### config.mk
export PLATFORM = sky130hd
export DESIGN_NAME = seq_alu
export DESIGN_NICKNAME = d
export VERILOG_FILES = /design/src/rtl/alu_pkg.sv /design/src/rtl/multu_seq.sv /design/src/rtl/seq_alu.sv
export SDC_FILE = /design/constraint.sdc
export NUM_CORES = 1
export LEC_CHECK = 0
export BUFFER_PORTS_ARGS = -buffer_cell sky130_fd_sc_hd__buf_2
export CORE_MARGIN = 2
export CORE_UTILIZATION = 40
export DETAILED_ROUTE_END_ITERATION = 10
export PLACE_DENSITY_LB_ADDON = 0.05
export SYNTH_ARGS = -nofsm -noshare
export SYNTH_HDL_FRONTEND = slang
export SYNTH_HIERARCHICAL = 1
export SYNTH_SLANG_ARGS = --single-unit
### constraint.sdc
create_clock -name clk -period 5.6 [get_ports clk]
set_input_delay 0.56 -clock clk [delete_from_list [all_inputs] [get_ports clk]]
set_output_delay 0.56 -clock clk [all_outputs]
set_load 0.005 [all_outputs]
### src/rtl/alu_pkg.sv
// Shared definitions for the sequential ALU: function codes and the
// controller FSM state encoding.
package alu_pkg;

  localparam logic [5:0] CTL_AND   = 6'b100100;
  localparam logic [5:0] CTL_OR    = 6'b100101;
  localparam logic [5:0] CTL_ADD   = 6'b100000;
  localparam logic [5:0] CTL_SUB   = 6'b100010;
  localparam logic [5:0] CTL_SLT   = 6'b101010;
  localparam logic [5:0] CTL_SRL   = 6'b000010;
  localparam logic [5:0] CTL_MULTU = 6'd25;
  localparam logic [5:0] CTL_MFHI  = 6'b010000;
  localparam logic [5:0] CTL_MFLO  = 6'b010010;

  typedef enum logic [1:0] {
    ST_IDLE = 2'd0,
    ST_MUL  = 2'd1,
    ST_FIN  = 2'd2
  } state_t;

endpackage

### src/rtl/multu_seq.sv
// Iterative shift-add unsigned multiplier: one partial product per step.
// hi/lo present the accumulator value as it will be after the current step.
module multu_seq #(
  parameter int WIDTH = 32,
  localparam int CW = $clog2(WIDTH)
) (
  input  logic             clk,
  input  logic             rst,
  input  logic             load,
  input  logic             step,
  input  logic [WIDTH-1:0] a,
  input  logic [WIDTH-1:0] b,
  output logic [CW-1:0]    count,
  output logic [WIDTH-1:0] hi,
  output logic [WIDTH-1:0] lo
);

  logic [WIDTH-1:0] mcand_reg;
  logic [WIDTH-1:0] hi_reg;
  logic [WIDTH-1:0] lo_reg;
  logic [CW-1:0]    count_reg;
  logic [WIDTH:0]   partial;
  logic [WIDTH-1:0] hi_next;
  logic [WIDTH-1:0] lo_next;

  // lo_reg doubles as the multiplier; its LSB selects the add each step.
  always_comb begin
    partial = {1'b0, hi_reg};
    if (lo_reg[0]) begin
      partial = {1'b0, hi_reg} + {1'b0, mcand_reg};
    end
    hi_next = partial[WIDTH:1];
    lo_next = {partial[0], lo_reg[WIDTH-1:1]};
  end

  always_ff @(posedge clk) begin
    if (rst) begin
      mcand_reg <= '0;
      hi_reg    <= '0;
      lo_reg    <= '0;
      count_reg <= '0;
    end else if (load) begin
      mcand_reg <= a;
      hi_reg    <= '0;
      lo_reg    <= b;
      count_reg <= '0;
    end else if (step) begin
      hi_reg    <= hi_next;
      lo_reg    <= lo_next;
      count_reg <= count_reg + 1'b1;
    end
  end

  assign count = count_reg;
  assign hi    = hi_next;
  assign lo    = lo_next;

endmodule

### src/rtl/seq_alu.sv
// Registered MIPS-subset ALU with single-cycle logic/arith ops and an
// iterative MULTU into HI/LO, plus a start/busy/done handshake.
module seq_alu
  import alu_pkg::*;
#(
  parameter int WIDTH = 32,
  localparam int SHW = $clog2(WIDTH)
) (
  input  logic             clk,
  input  logic             rst,
  input  logic             start,
  input  logic [5:0]       ctl,
  input  logic [WIDTH-1:0] a,
  input  logic [WIDTH-1:0] b,
  input  logic             cin,
  output logic [WIDTH-1:0] result,
  output logic             carry,
  output logic             busy,
  output logic             done
);

  state_t state_reg;
  state_t state_next;

  logic             alu_load;
  logic             mul_load;
  logic             mul_step;
  logic             mul_last;
  logic [SHW-1:0]   mul_count;
  logic [WIDTH-1:0] mul_hi;
  logic [WIDTH-1:0] mul_lo;

  logic [WIDTH-1:0] result_reg;
  logic             carry_reg;
  logic             done_reg;
  logic [WIDTH-1:0] hi_reg;
  logic [WIDTH-1:0] lo_reg;

  logic [WIDTH:0]   add_sum;
  logic [WIDTH:0]   sub_sum;
  logic             slt_ovf;
  logic [WIDTH-1:0] alu_result;
  logic             alu_carry;

  multu_seq #(.WIDTH(WIDTH)) u_multu (
    .clk   (clk),
    .rst   (rst),
    .load  (mul_load),
    .step  (mul_step),
    .a     (a),
    .b     (b),
    .count (mul_count),
    .hi    (mul_hi),
    .lo    (mul_lo)
  );

  always_ff @(posedge clk) begin
    if (rst) begin
      state_reg <= ST_IDLE;
    end else begin
      state_reg <= state_next;
    end
  end

  // start is only honoured in IDLE, so MUL and FIN silently drop it.
  always_comb begin
    state_next = state_reg;
    alu_load   = 1'b0;
    mul_load   = 1'b0;
    mul_step   = 1'b0;
    mul_last   = 1'b0;
    case (state_reg)
      ST_IDLE: begin
        if (start) begin
          if (ctl == CTL_MULTU) begin
            mul_load   = 1'b1;
            state_next = ST_MUL;
          end else begin
            alu_load = 1'b1;
          end
        end
      end
      ST_MUL: begin
        mul_step = 1'b1;
        if (mul_count == SHW'(WIDTH - 1)) begin
          mul_last   = 1'b1;
          state_next = ST_FIN;
        end
      end
      ST_FIN: begin
        state_next = ST_IDLE;
      end
      default: begin
        state_next = ST_IDLE;
      end
    endcase
  end

  always_comb begin
    add_sum    = {1'b0, a} + {1'b0, b} + {{WIDTH{1'b0}}, cin};
    sub_sum    = {1'b0, a} + {1'b0, ~b} + {{WIDTH{1'b0}}, 1'b1};
    slt_ovf    = (a[WIDTH-1] ^ b[WIDTH-1]) & (sub_sum[WIDTH-1] ^ a[WIDTH-1]);
    alu_result = '0;
    alu_carry  = 1'b0;
    case (ctl)
      CTL_AND:  alu_result = a & b;
      CTL_OR:   alu_result = a | b;
      CTL_ADD: begin
        alu_result = add_sum[WIDTH-1:0];
        alu_carry  = add_sum[WIDTH];
      end
      CTL_SUB: begin
        alu_result = sub_sum[WIDTH-1:0];
        alu_carry  = sub_sum[WIDTH];
      end
      CTL_SLT:  alu_result = {{(WIDTH-1){1'b0}}, sub_sum[WIDTH-1] ^ slt_ovf};
      CTL_SRL:  alu_result = a >> b[SHW-1:0];
      CTL_MFHI: alu_result = hi_reg;
      CTL_MFLO: alu_result = lo_reg;
      default: begin
        alu_result = '0;
        alu_carry  = 1'b0;
      end
    endcase
  end

  // HI/LO take the final step's product directly, on the edge entering FIN.
  always_ff @(posedge clk) begin
    if (rst) begin
      result_reg <= '0;
      carry_reg  <= 1'b0;
      done_reg   <= 1'b0;
      hi_reg     <= '0;
      lo_reg     <= '0;
    end else begin
      done_reg <= alu_load | mul_last;
      if (alu_load) begin
        result_reg <= alu_result;
        carry_reg  <= alu_carry;
      end
      if (mul_last) begin
        hi_reg <= mul_hi;
        lo_reg <= mul_lo;
      end
    end
  end

  assign result = result_reg;
  assign carry  = carry_reg;
  assign done   = done_reg;
  assign busy   = (state_reg != ST_IDLE);

endmodule
== After elaboration in Yosys (flattened, before gate mapping) ==
Index checks and enable logic that the tools add are counted.
Storage, ports and cells
  latch bits: 0
  register bits after elaboration: 201
  logic and storage cells: 62
  memories: 0
  memory bits (read-only): 0
  memory bits (writable): 0
Cells by class
  add/sub/neg operators: 6
  multiplexer cells: 18
  order comparisons: 0
  div/mod/pow operators: 0
  bitwise operators: 8
  equal/unequal tests: 14
  reduce and logical (&&, ||, !) cells: 5
  shift-type cells: 1
  multipliers: 0
Operator list (count)
  one-hot mux 32 bit (8 select lines): 1
  adder 32 x 32 -> 33 bit: 3
  2-to-1 mux 32 bit: 2
  adder 33 x 1 -> 33 bit: 1
  adder 33 x 1 -> 33 bit (second input constant): 1
  2-to-1 mux 33 bit: 1
  bitwise AND 32 bit: 1
  inverter 32 bit: 1
  bitwise OR 32 bit: 1
  >> shifter 32 x 5 -> 32 bit: 1
  equality test 6 bit (second input constant): 5
  equality test 6 x 5 -> 1 bit (second input constant): 3
  2-to-1 mux 1 bit: 9
  equality test 6 x 2 -> 1 bit (second input constant): 1
  2-to-1 mux 2 bit: 3
  inequality test 2 bit (second input constant): 3
  adder 5 x 1 -> 5 bit (second input constant): 1
  equality test 5 bit (second input constant): 1
  one-hot mux 2 bit (2 select lines): 1
  nonzero test 2 bit: 2
  AND reduction 3 bit: 1
  bitwise XOR 1 bit: 3
  equality test 2 x 1 -> 1 bit (second input constant): 1
  zero test 2 bit: 1
  other kinds (4): 4

== Depth between registers and ports, before layout ==
  depth in word-level cells: 7
  mapped depth: 21

== Cells and area by module ==
Netlist, hierarchy kept.
By module, submodules not included
  seq_alu: cells an instance 1465, times used 1, area an instance 10472.5 sq um
  multu_seq: cells an instance 749, times used 1, area an instance 6244.7 sq um

== Worst setup path after synthesis ==
OpenSTA, ideal clock, no wires.
  kind: input port to flip-flop
  start: in b[2]
  end: reg result_reg[0] (netlist: result[0])
  library setup time: 0.131 ns
  stages on the path: 21
  setup slack: 1.397 ns
  buffers on the path: 2
  arrival time: 4.072 ns
  cell sequence: inv_1 -> clkbuf_1 -> buf_1 -> ha_1 -> nand2b_1 -> o2111ai_1 -> a2111oi_2 -> a21o_1 -> a21boi_1 -> nor3_1 -> o311ai_2 -> a21oi_1 -> o31a_1 -> fa_1 -> nor2_1 -> a21oi_1 -> nor4_1 -> a21oi_1 -> o211ai_1 -> a211oi_1 -> nor3_1
Between the ends
  word-level cells in the longest chain between the ends: 7
  elaborated cells on any way between the ends: 8
RTL lines
  start: declaration: RTL line seq_alu.sv:14  | input logic [WIDTH-1:0] b,
  inverter 32 bit: RTL line seq_alu.sv:101  | sub_sum = {1'b0, a} + {1'b0, ~b} + {{WIDTH{1'b0}}, 1'b1};
  adder 32 x 32 -> 33 bit: RTL line seq_alu.sv:101
  adder 33 x 1 -> 33 bit: RTL line seq_alu.sv:101
  bitwise XOR 1 bit: RTL line seq_alu.sv:102  | slt_ovf = (a[WIDTH-1] ^ b[WIDTH-1]) & (sub_sum[WIDTH-1] ^ a[WIDTH-1]);
  bitwise AND 1 bit: RTL line seq_alu.sv:102
  bitwise XOR 1 bit: RTL line seq_alu.sv:116  | CTL_SLT: alu_result = {{(WIDTH-1){1'b0}}, sub_sum[WIDTH-1] ^ slt_ovf};
  one-hot mux 32 bit (8 select lines) *: RTL line seq_alu.sv:105  | case (ctl)
  end signal: assignment: RTL line seq_alu.sv:138  | result_reg <= alu_result;
  end: declaration: RTL line seq_alu.sv:33  | logic [WIDTH-1:0] result_reg;
Mark *: on every way between the ends. The rest lies on a longest branch, timed or not.
A chain may end at the register's enable or synchronous reset.

== Worst setup path in the final report ==
  start: in b[4]
  end: reg result_reg[0] (netlist: result[0])
The elaborated chain is that of the path after synthesis.

==> results.md <==
* Clock latency on the worst-skew pair at 0.57 ns
* Synthesized flop and latch total at 201
* CTS resizes at 0
* Worst VDD drop at 211 uV
* Final hold vios at 0
* Ys Warns at 6
* Distinct cells, synth at 92
* Post-Syn Area at 0.0167 sq mm
* Hold WS at 0.255 ns
* Die Width at 208 um
* RSZ-0062 raised after global routing: false
* R2R Setup Slk at 2.09 ns
* R2r startpoint: u_multu/hi_reg[0]
* Max-capacitance violation count at 0
* Nets at 2427
* Status: finished, final reports clean
* Power Dens Cells at 224 mW/mm^2
* Clk sinks at 201
* R2R Path End: hi_reg[29]
* Crit path arrival time at 4.70 ns
* Worst-path clk slew at 0.06 ns
* DRT Wirelength at 69800 um
* Rows at 74
* Port bufs at 108
* Synth top area cells: dfxtp_1 (24%), ha_1 (10%), a21oi_1 (7.2%)
* Die Y at 208 um
* Lkg Pwr at 7.58 nW
* Setup Skew at 0.0244 ns
* 1st-iter DRT viols at 1481
* Area delta synth->final at 9.86%
* Most instantiated cells after synthesis: nand2_1 (269), nor2_1 (265), a21oi_1 (242), dfxtp_1 (201), ha_1 (139)
* Final ANT Viol Nets at 0
* Top FF cell, synth: dfxtp_1
* GR Overflow Total at 0
* Highest Clock Rate at 0.234 GHz
* Setup TNS at 0 ns
* Critical Path Source Type: input port
* Leading area contributor after synthesis: dfxtp_1
* Final setup fails at 0
* HPWL after detailed placement at 53400 um
* Vias in the first global route at 15634
* Mapped Avg Cell Area at 7.55 sq um
* Residual DRC at 0
* Synthesized net count at 2432
* Initial antenna violation count at 0
* Largest net degree at the start of global routing at 67
* Initial Utilization at 40.8%
* Slew HR at 22.5%
* Number of flops mapped to enable cells by yosys at 0
* R2r worst-path depth at 12
* I/O pins at 109
* H-tree depth at 1
* Most frequent cell after synthesis: nand2_1
* Cts hold-fix bufs at 0
* Fin cells at 2762
* Worst Hold Class: in -> reg
* CTS tree: yes
* Final Max Tran Viols at 0
* Via count at 16649
* Critical path type: in -> reg
* Vias/cell at 6.03
* Crit path capture: result[0]
* CP required at 6.02 ns
* All-Layer GR Usage at 31.3%
* Die area at 0.0434 sq mm
* Share of post-route cells with drive strength above 1 at 12.2%
* Max Root-Sink Buffers at 3
* Seq/Total Area, Yosys at 24.1%
* Synth top area share at 24.1%
* Async SR Flop Fraction at 0%
* Antenna cells at 0
* First-pass GRT wire length at 103000 um
* Crit. Startpoint: b[4]
* Root buffer cell: clkbuf_16
* Filler cells at 4295
* Worst slew pin tran at 1.16 ns
* Crit path capture type: flip-flop
* Setup Buffers After CTS at 0
* Final period util at 76.4%
* Drt wl/cell at 25.3 um
* Cells after Synth at 2214
* Pre-antenna DRT Iters at 6
* Core area at 0.0410 sq mm
* Post-layout util at 44.8%
* GPL Wtd Cong at 0.961
* Largest fanout on the critical path at 7
* Placed insts at 2712
* CTS Buf Count at 27
* Minimum clock period at 4.28 ns
-- routing by layer --
layer / global-route usage [%] / routed length, um / vias up
met5: 0 / 0 / -
met3: 4.30 / 4450 / 111
li1: - / - / 7902
met1: 41.9 / 30700 / 7988
met4: 10.1 / 2620 / 0
met2: 51.9 / 32000 / 648
-- per-stage QoR --
step	power (mW)	area, sq um	setup slack, ns
5_1_grt	4.26	18400	1.08
6_report	4.11	18400	1.32
2_1_floorplan	1.99	16700	1.40
3_5_place_dp	2.30	17400	0.883
3_3_place_gp	2.30	17400	0.870
4_1_cts	4.13	18400	1.45
-- worst max-delay path, cell delays in order --
cell,delay (ns)
buf_2,0.16
inv_1,0.10
ha_1,0.34
inv_1,0.24
o2111ai_1,0.24
a2111oi_2,0.53
a21o_1,0.33
a21boi_1,0.17
nor3_1,0.43
o311ai_2,0.20
a21oi_1,0.18
o31a_1,0.19
fa_1,0.23
nor2_1,0.06
a21oi_1,0.13
nor4_1,0.06
a21oi_1,0.13
o211ai_1,0.10
a211oi_1,0.23
nor3_1,0.06
-- cell usage in the layout, fill, tap and decap left out, types with 8 or more instances in the layout --
master,n
o22ai_1,8
nand2b_1,15
a221oi_1,19
ha_1,139
a2111oi_0,12
o211ai_1,16
o21ai_0,108
inv_1,110
nand4_1,19
mux4_2,17
or2_2,8
o21bai_1,13
nand2_1,268
o21a_1,22
dfxtp_1,201
or3_1,10
a21o_1,30
o31ai_1,11
a31oi_1,16
nor2_1,262
nor3_1,40
nand3_1,25
a22oi_1,22
xnor2_1,21
a221o_1,10
and2_1,13
clkbuf_16,27
xor2_1,11
a21oi_1,242
buf_4,37
a211oi_1,38
o311ai_0,9
mux2_2,21
nor2b_1,16
buf_2,107
o221ai_1,15
mux2i_1,100
-- kinds of logic after synthesis --
| logic type | share of synthesized area, % |
|---|---|
| xor+xnor | 1.68 |
| buf+inv | 7.48 |
| fa+ha+maj | 11.0 |
| flops | 24.1 |
| mux | 9.78 |
| compound gates | 26.6 |
| simple gates | 19.4 |
-- where the power goes --
group          switching, mW  internal (mW)
clock                  0.721           1.10
sequential            0.0128           1.45
combinational          0.561          0.271
total                   1.29           2.82
-- worst min-delay path by stage --
| stage | startpoint | to | slack (ns) | depth (start not counted) |
|---|---|---|---|---|
| after CTS | b[25] | u_multu/lo_reg[25] | 0.24 | 3 |
| after detailed placement | result[23] | result[23] | 0.45 | 2 |
| after global routing | b[5] | u_multu/lo_reg[5] | 0.27 | 3 |
| after global placement | result[11] | result[11] | 0.43 | 1 |
| final | b[25] | u_multu/lo_reg[25] | 0.25 | 3 |
| after floorplan | lo_reg[16] | lo_reg[16] | 0.43 | 2 |
-- final cells by class --
cell class / count / area, sq um / share of cell area (%)
inverter: 111 / 417 / 2.27
multi-input combinational: 1722 / 11500 / 62.6
timing repair buffer: 146 / 845 / 4.60
sequential: 201 / 4020 / 21.9
clock inverter: 14 / 156 / 0.852
tap: 532 / 666 / 3.62
clock buffer: 36 / 769 / 4.19
Note: power is estimated with default switching activity, not from simulation.
